===== src/rtl/id_decode_stage.sv =====
// RV32I decode stage: 32x32 register file with write-through, immediate
// generation and control decode, registered into the ID/EX bundle.
module id_decode_stage (
  input  logic        CLK,
  input  logic        reset,
  input  logic [31:0] pc_in,
  input  logic [31:0] instr_in,
  input  logic        stall,
  input  logic        flush,
  input  logic        wb_en,
  input  logic [4:0]  wb_addr,
  input  logic [31:0] wb_data,
  output logic        valid_out,
  output logic [31:0] pc_out,
  output logic [31:0] rs1_data,
  output logic [31:0] rs2_data,
  output logic [31:0] imm,
  output logic [4:0]  rd,
  output logic [3:0]  alu_op,
  output logic        alu_src,
  output logic        mem_read,
  output logic        mem_write,
  output logic        reg_write,
  output logic        branch,
  output logic        jump,
  output logic        illegal
);

  localparam logic [6:0] OP_R      = 7'b0110011;
  localparam logic [6:0] OP_I      = 7'b0010011;
  localparam logic [6:0] OP_LOAD   = 7'b0000011;
  localparam logic [6:0] OP_STORE  = 7'b0100011;
  localparam logic [6:0] OP_BRANCH = 7'b1100011;
  localparam logic [6:0] OP_JAL    = 7'b1101111;
  localparam logic [6:0] OP_JALR   = 7'b1100111;
  localparam logic [6:0] OP_LUI    = 7'b0110111;
  localparam logic [6:0] OP_AUIPC  = 7'b0010111;

  localparam logic [3:0] ALU_ADD   = 4'd0;
  localparam logic [3:0] ALU_SUB   = 4'd1;
  localparam logic [3:0] ALU_SLL   = 4'd2;
  localparam logic [3:0] ALU_SLT   = 4'd3;
  localparam logic [3:0] ALU_SLTU  = 4'd4;
  localparam logic [3:0] ALU_XOR   = 4'd5;
  localparam logic [3:0] ALU_SRL   = 4'd6;
  localparam logic [3:0] ALU_SRA   = 4'd7;
  localparam logic [3:0] ALU_OR    = 4'd8;
  localparam logic [3:0] ALU_AND   = 4'd9;
  localparam logic [3:0] ALU_PASSB = 4'd10;

  typedef struct packed {
    logic        valid;
    logic [31:0] pc;
    logic [31:0] rs1;
    logic [31:0] rs2;
    logic [31:0] imm;
    logic [4:0]  rd;
    logic [3:0]  alu_op;
    logic        alu_src;
    logic        mem_read;
    logic        mem_write;
    logic        reg_write;
    logic        branch;
    logic        jump;
    logic        illegal;
  } idex_t;

  // sub_ok: SUB only exists for register-register ops
  function automatic logic [3:0] f3_alu(input logic [2:0] f3, input logic alt,
                                        input logic sub_ok);
    logic [3:0] op;
    op = ALU_ADD;
    case (f3)
      3'b000: op = (alt && sub_ok) ? ALU_SUB : ALU_ADD;
      3'b001: op = ALU_SLL;
      3'b010: op = ALU_SLT;
      3'b011: op = ALU_SLTU;
      3'b100: op = ALU_XOR;
      3'b101: op = alt ? ALU_SRA : ALU_SRL;
      3'b110: op = ALU_OR;
      3'b111: op = ALU_AND;
      default: op = ALU_ADD;
    endcase
    return op;
  endfunction

  logic [31:0] rf_q [32];
  idex_t       idex_q, idex_d, dec;

  logic [4:0]  rs1_a, rs2_a;
  logic [31:0] rs1_v, rs2_v;
  logic [31:0] imm_i, imm_s, imm_b, imm_u, imm_j;
  logic [6:0]  opcode;

  assign opcode = instr_in[6:0];
  assign rs1_a  = instr_in[19:15];
  assign rs2_a  = instr_in[24:20];

  // Register file; reset wins over a same-edge write-back.
  always_ff @(posedge CLK) begin
    if (reset) begin
      for (int i = 0; i < 32; i++) rf_q[i] <= '0;
    end else if (wb_en && (wb_addr != 5'd0)) begin
      rf_q[wb_addr] <= wb_data;
    end
  end

  always_comb begin
    rs1_v = rf_q[rs1_a];
    rs2_v = rf_q[rs2_a];
    if (wb_en && (wb_addr == rs1_a)) rs1_v = wb_data;
    if (wb_en && (wb_addr == rs2_a)) rs2_v = wb_data;
    if (rs1_a == 5'd0) rs1_v = '0;
    if (rs2_a == 5'd0) rs2_v = '0;
  end

  assign imm_i = {{20{instr_in[31]}}, instr_in[31:20]};
  assign imm_s = {{20{instr_in[31]}}, instr_in[31:25], instr_in[11:7]};
  assign imm_b = {{19{instr_in[31]}}, instr_in[31], instr_in[7],
                  instr_in[30:25], instr_in[11:8], 1'b0};
  assign imm_u = {instr_in[31:12], 12'b0};
  assign imm_j = {{11{instr_in[31]}}, instr_in[31], instr_in[19:12],
                  instr_in[20], instr_in[30:21], 1'b0};

  always_comb begin
    dec       = '0;
    dec.valid = 1'b1;
    dec.pc    = pc_in;
    dec.rs1   = rs1_v;
    dec.rs2   = rs2_v;
    dec.rd    = instr_in[11:7];
    case (opcode)
      OP_R: begin
        dec.reg_write = 1'b1;
        dec.alu_op    = f3_alu(instr_in[14:12], instr_in[30], 1'b1);
      end
      OP_I: begin
        dec.alu_src   = 1'b1;
        dec.reg_write = 1'b1;
        dec.imm       = imm_i;
        dec.alu_op    = f3_alu(instr_in[14:12], instr_in[30], 1'b0);
      end
      OP_LOAD: begin
        dec.alu_src   = 1'b1;
        dec.mem_read  = 1'b1;
        dec.reg_write = 1'b1;
        dec.imm       = imm_i;
      end
      OP_STORE: begin
        dec.alu_src   = 1'b1;
        dec.mem_write = 1'b1;
        dec.imm       = imm_s;
        dec.rd        = '0;
      end
      OP_BRANCH: begin
        dec.branch = 1'b1;
        dec.alu_op = ALU_SUB;
        dec.imm    = imm_b;
        dec.rd     = '0;
      end
      OP_JAL: begin
        dec.jump      = 1'b1;
        dec.reg_write = 1'b1;
        dec.imm       = imm_j;
      end
      OP_JALR: begin
        dec.jump      = 1'b1;
        dec.reg_write = 1'b1;
        dec.alu_src   = 1'b1;
        dec.imm       = imm_i;
      end
      OP_LUI: begin
        dec.reg_write = 1'b1;
        dec.alu_src   = 1'b1;
        dec.alu_op    = ALU_PASSB;
        dec.imm       = imm_u;
      end
      OP_AUIPC: begin
        dec.reg_write = 1'b1;
        dec.alu_src   = 1'b1;
        dec.imm       = imm_u;
      end
      default: begin
        dec.illegal = 1'b1;
        dec.rd      = '0;
      end
    endcase
  end

  always_comb begin
    idex_d = dec;
    if (flush)      idex_d = '0;
    else if (stall) idex_d = idex_q;
  end

  always_ff @(posedge CLK) begin
    if (reset) idex_q <= '0;
    else       idex_q <= idex_d;
  end

  assign valid_out = idex_q.valid;
  assign pc_out    = idex_q.pc;
  assign rs1_data  = idex_q.rs1;
  assign rs2_data  = idex_q.rs2;
  assign imm       = idex_q.imm;
  assign rd        = idex_q.rd;
  assign alu_op    = idex_q.alu_op;
  assign alu_src   = idex_q.alu_src;
  assign mem_read  = idex_q.mem_read;
  assign mem_write = idex_q.mem_write;
  assign reg_write = idex_q.reg_write;
  assign branch    = idex_q.branch;
  assign jump      = idex_q.jump;
  assign illegal   = idex_q.illegal;

endmodule


===== config.mk =====
export PLATFORM = sky130hd
export DESIGN_NAME = id_decode_stage
export DESIGN_NICKNAME = d
export VERILOG_FILES = /design/src/rtl/id_decode_stage.sv
export SDC_FILE = /design/constraint.sdc
export NUM_CORES = 2
export LEC_CHECK = 0
export BUFFER_PORTS_ARGS = -buffer_cell sky130_fd_sc_hd__buf_2
export CORE_MARGIN = 1
export CORE_UTILIZATION = 60
export CTS_BUF_LIST = sky130_fd_sc_hd__clkbuf_2
export DETAILED_ROUTE_END_ITERATION = 16
export PLACE_DENSITY = 0.78
export SLEW_MARGIN = 20
export SYNTH_ARGS = -nofsm -noshare
export SYNTH_HDL_FRONTEND = slang
export SYNTH_SLANG_ARGS = --single-unit
export TNS_END_PERCENT = 5

===== constraint.sdc =====
create_clock -name CLK -period 6.6 [get_ports CLK]
set_clock_uncertainty 0.15 [all_clocks]
set_input_delay 1.32 -clock CLK [delete_from_list [all_inputs] [get_ports CLK]]
set_output_delay 1.32 -clock CLK [all_outputs]
set_load 0.05 [all_outputs]

# Yosys cells after proc, flatten, opt, wreduce, memory -nomap -nowiden
# Memory sizes are Yosys's and may differ from the RTL's.
# Index checks and enable logic that the tools add are counted.
# op_classes
eq_ne	18
n_mux	26
reduce_logical	15
# ops
cell	n
$mux 32	5
$pmux 32 s5	1
$pmux 4 s8	2
$reduce_or 32->1	1
$eq 7x6->1 const B	3
$eq 7x7->1 const B	3
$pmux 4 s4	1
$mux 1	15
$eq 7x5->1 const B	2
$eq 3x3->1 const B	4
$eq 5x5->1	2
$logic_not 5->1	2
$mux 5	2
$reduce_or 9->1	1
$eq 7x2->1 const B	1
$reduce_or 7->1	1
$eq 3x2->1 const B	2
$reduce_or 2->1	3
$reduce_or 6->1	1
$reduce_bool 5->1	1
$eq 3x1->1 const B	1
$logic_and 1x1->1	3
$logic_not 3->1	1
$reduce_or 3->1	1
# totals
regBits	145
mem_bits_rw	1024
in_bits	106
output_inout_bits	145
word_cells	74
n_memories	1
# memory_table
memory	words	word_bits	read_ports	rd_clocked_by_memory_dff	write_ports	line_no	rtl
rf_q	32	32	2	0	32	87	logic [31:0] rf_q [32];

# Logic depth before layout (Yosys ltp)
# depth
word_depth	7
mapped_depth	10

# Worst setup path before layout
# Ideal clock, no wire load.
# synth_path
path_kind	input to register
from	in wb_addr[2]
to	mem rf_q[12][0], enable pin
setup_time_ns	0.330
t_arrival_ns	2.872
required_ns	6.120
setup_slack_ns	3.248
stages	6
path_buffers	2
cell_sequence	clkbuf_1 > or3_1 > nand4bb_1 > clkbuf_1 > nor2_1 > or2_2
# synth_lines
element	line_no	rtl
start, declared	11	input logic [4:0] wb_addr,
end, declared	87	

# Worst setup path after layout
# layout_path
from	reg idex_q (netlist bit rs2_data[18])
to	out rs2_data[18]
# layout_lines
element	line_no	rtl
start, declared	88	idex_t idex_q, idex_d, dec;
start signal, assigned	198	else idex_q <= idex_d;
end, declared	16	output logic [31:0] rs2_data,
# No word-level cell between the ends.

==> impl_metrics.py <==
metrics = {
    "timing": {
        "worstMarginPinSlew_ns": 1.26,
        "tns_ns": 0,
        "fmax_mhz": 247,
        "rsz0062_at_grt": "false",
        "fin_crit_ns": 4.05,
        "finalCritPeriodShare_pct": 61.3,
        "timing.final.hold_violations": 0,
        "drv_slew": 0,
        "slew_headroom_pct": 16.0,
        "finalSetupViolations": 0,
    },
    "clocking": {
        "cts_made_buffers": 313,
        "clock-root-buffer": "clkbuf_2",
        "cts.sinks": 1169,
        "post_cts_buffers": 0,
        "tritoncts": "done",
        "clk_path_buf_depth": 4,
        "htreeDepth": 5,
        "clock_latency_ns": 1.63,
        "path_clk_slew_ns": 0.10,
    },
    "yosys": {
        "yosys-top-cells-area": "edfxtp_1, mux4_2, and2_1, dfxtp_1, mux2i_1",
        "yosys-top-cells-count": "edfxtp_1, and2_1, mux4_2",
        "synth_area_um2": 59600,
        "synth_cell_types": 52,
        "syn_inst": 4128,
        "ys_ff_latch": 1169,
        "synth_top_area_share_pct": 51.6,
        "yosysWarnings": 0,
        "syn_avg_cell_area_um2": 14.4,
        "synth-async-reset-ratio_pct": 0,
        "yosysTopAreaCell": "edfxtp_1",
        "synth_seq_area_share_pct": 56.5,
        "synth-main-ff-cell": "edfxtp_1",
        "synth_edf_count": 1024,
        "yosysMostFrequentCell": "edfxtp_1",
    },
    "critical_path": {
        "cp_top_family": "flip-flops",
        "startpoint_type": "flip-flop",
        "path_class": "flip-flop to primary output",
        "cp.required_ns": 5.13,
        "worstPathMaxFanout": 2,
        "crit_buf_inv": 1,
        "crit_slowest_cell": "dfxtp_1",
        "cp_cell_sequence": "buf_2",
        "endpoint_kind": "primary output",
        "worst_path_largest_cell_delay_ns": 0.59,
        "cp.arrival_ns": 2.58,
    },
    "finish": {
        "areaGrowthSynthToFinish_pct": 9.29,
        "drive_gt1_share_pct": 29.1,
        "fin_area_um2": 65100,
        "nets": 4545,
    },
    "global_route": {
        "antenna_found_initial": 10,
        "grt-ovfl-total": 0,
        "grt_max_degree": 108,
        "track_usage_pct": 37.9,
        "grt_pass1_vias": 40600,
        "grt_pass1_wl_mm": 271,
    },
    "floorplan": {
        "design.core.area_um2": 98400,
        "std_cell_rows": 115,
        "die_y_um": 317,
        "die_area_um2": 101000,
        "num_io_pins": 251,
        "initial_core_util_pct": 60.6,
        "dieWidth_um": 317,
    },
    "placed_design": {
        "routabilityCongestion": 0.966,
        "hpwlAfterDp_mm": 114,
        "dpl_cell_area_um2": 61900,
        "port_buffers": 250,
    },
    "power_and_ir_drop": {
        "p_int_mw": 11.2,
        "p_leak_nw": 23.9,
        "clock_power_share_pct": 32.2,
        "ir_worst_vdd_mv": 0.144,
        "switching_power_mw": 4.52,
        "switching_share_pct": 28.8,
        "comb_power_share_pct": 12.8,
        "powerDensity_nw_per_um2": 241,
        "seq_power_share_pct": 55.0,
    },
    "routing": {
        "antenna_left": 0,
        "routed_wl_mm": 191,
        "drtIter0Drc": 6285,
        "route.detailed.drc": 0,
        "first_pass_iters": 6,
        "avgViaCountPerCell": 6.95,
        "vias": 41400,
        "wl_per_cell_um": 32.1,
    },
    "outcome": {
        "status": "finished clean",
    },
    "job": {
        "cap_viol_max_count": 0,
    },
    "min_path": {
        "hold_path_class": "primary input to flip-flop",
    },
}
path summary, 6_finish.rpt:
check,end,startpoint,slack (ns),cells past startpoint
worst max register to register,rs1_data[20],rf_q[7][20],4.17,5
worst min register to register,alu_op[2],alu_op[2],0.31,2
worst max-delay path,rs2_data[18],rs2_data[18],2.55,1
worst min-delay path,mem_write,instr_in[3],0.15,4
placed cells by master, fill, tap and decap left out, types with 72 or more instances in the layout:
cell / instances
a22oi_1: 72
clkinv_1: 75
and2_1: 992
dfxtp_1: 145
nand2_1: 103
mux2i_1: 279
buf_2: 242
buf_4: 99
o22ai_1: 96
mux4_2: 447
edfxtp_1: 1024
clkbuf_2: 438
logic make-up after synthesis:
logic type      after synthesis  synth area share (%)
compound gates              400                  4.91
xor+xnor                     10                 0.147
buf+inv                     441                  3.19
flops                      1169                  56.5
mux                         741                  21.9
other cells                   1               0.00629
simple gates               1366                  13.4
stage by stage:
stage	hold slack [ns]	setup slack, ns	utilization, %	cells	total power [mW]
after floorplan	0.524	3.25	-	4159	9.98
after global placement	0.285	1.87	62.9	5359	10.7
after detailed placement	0.295	1.92	62.9	5359	10.7
after CTS	0.0180	2.52	66.1	5942	15.6
after global routing	0.114	2.57	66.2	5946	16.2
final	0.146	2.55	66.2	5949	15.7
layer usage:
| metal | global-route usage [%] | vias to the layer above | part of all wire, % |
|---|---|---|---|
| li1 | - | 16600 | - |
| met3 | 16.1 | 704 | 16 |
| met4 | 18.2 | 6 | 4.9 |
| met2 | 55.6 | 3573 | 45 |
| met5 | 0 | - | 0.014 |
| met1 | 48.9 | 20500 | 34 |
repair_timing:
| item | 4_1_cts | 5_1_grt |
|---|---|---|
| hold endpoints to repair | 67 | 0 |
| gates resized for setup | 0 | 0 |
| hold buffers | 51 | 0 |
flip-flops by register name, summed over array words and instances, names as in the netlist, 4 cells and up:
register,flops
rs2_data,32
rd,5
alu_op,4
rs1_data,32
rf_q,1024
pc_out,32
imm,32
power groups by stage:
stage,clock network (mW),logic [mW],registers (mW)
after global placement,0,1.89,8.77
after global routing,5.45,2.06,8.68
after detailed placement,0,1.91,8.80
after CTS,5.07,1.94,8.63
final,5.06,2.01,8.65
after floorplan,0,1.19,8.79
cell type report:
type	count	area [µm²]
Multi-Input combinational cell	2549	24500
Clock inverter	94	526
Clock buffer	438	2190
Antenna cell	6	15.0
Inverter	4	15.0
Tap cell	1287	1610
Fill cell	6846	33300
Sequential cell	1169	33700
Timing Repair Buffer	402	2650
No activity file was read; power rests on OpenSTA's default activity.
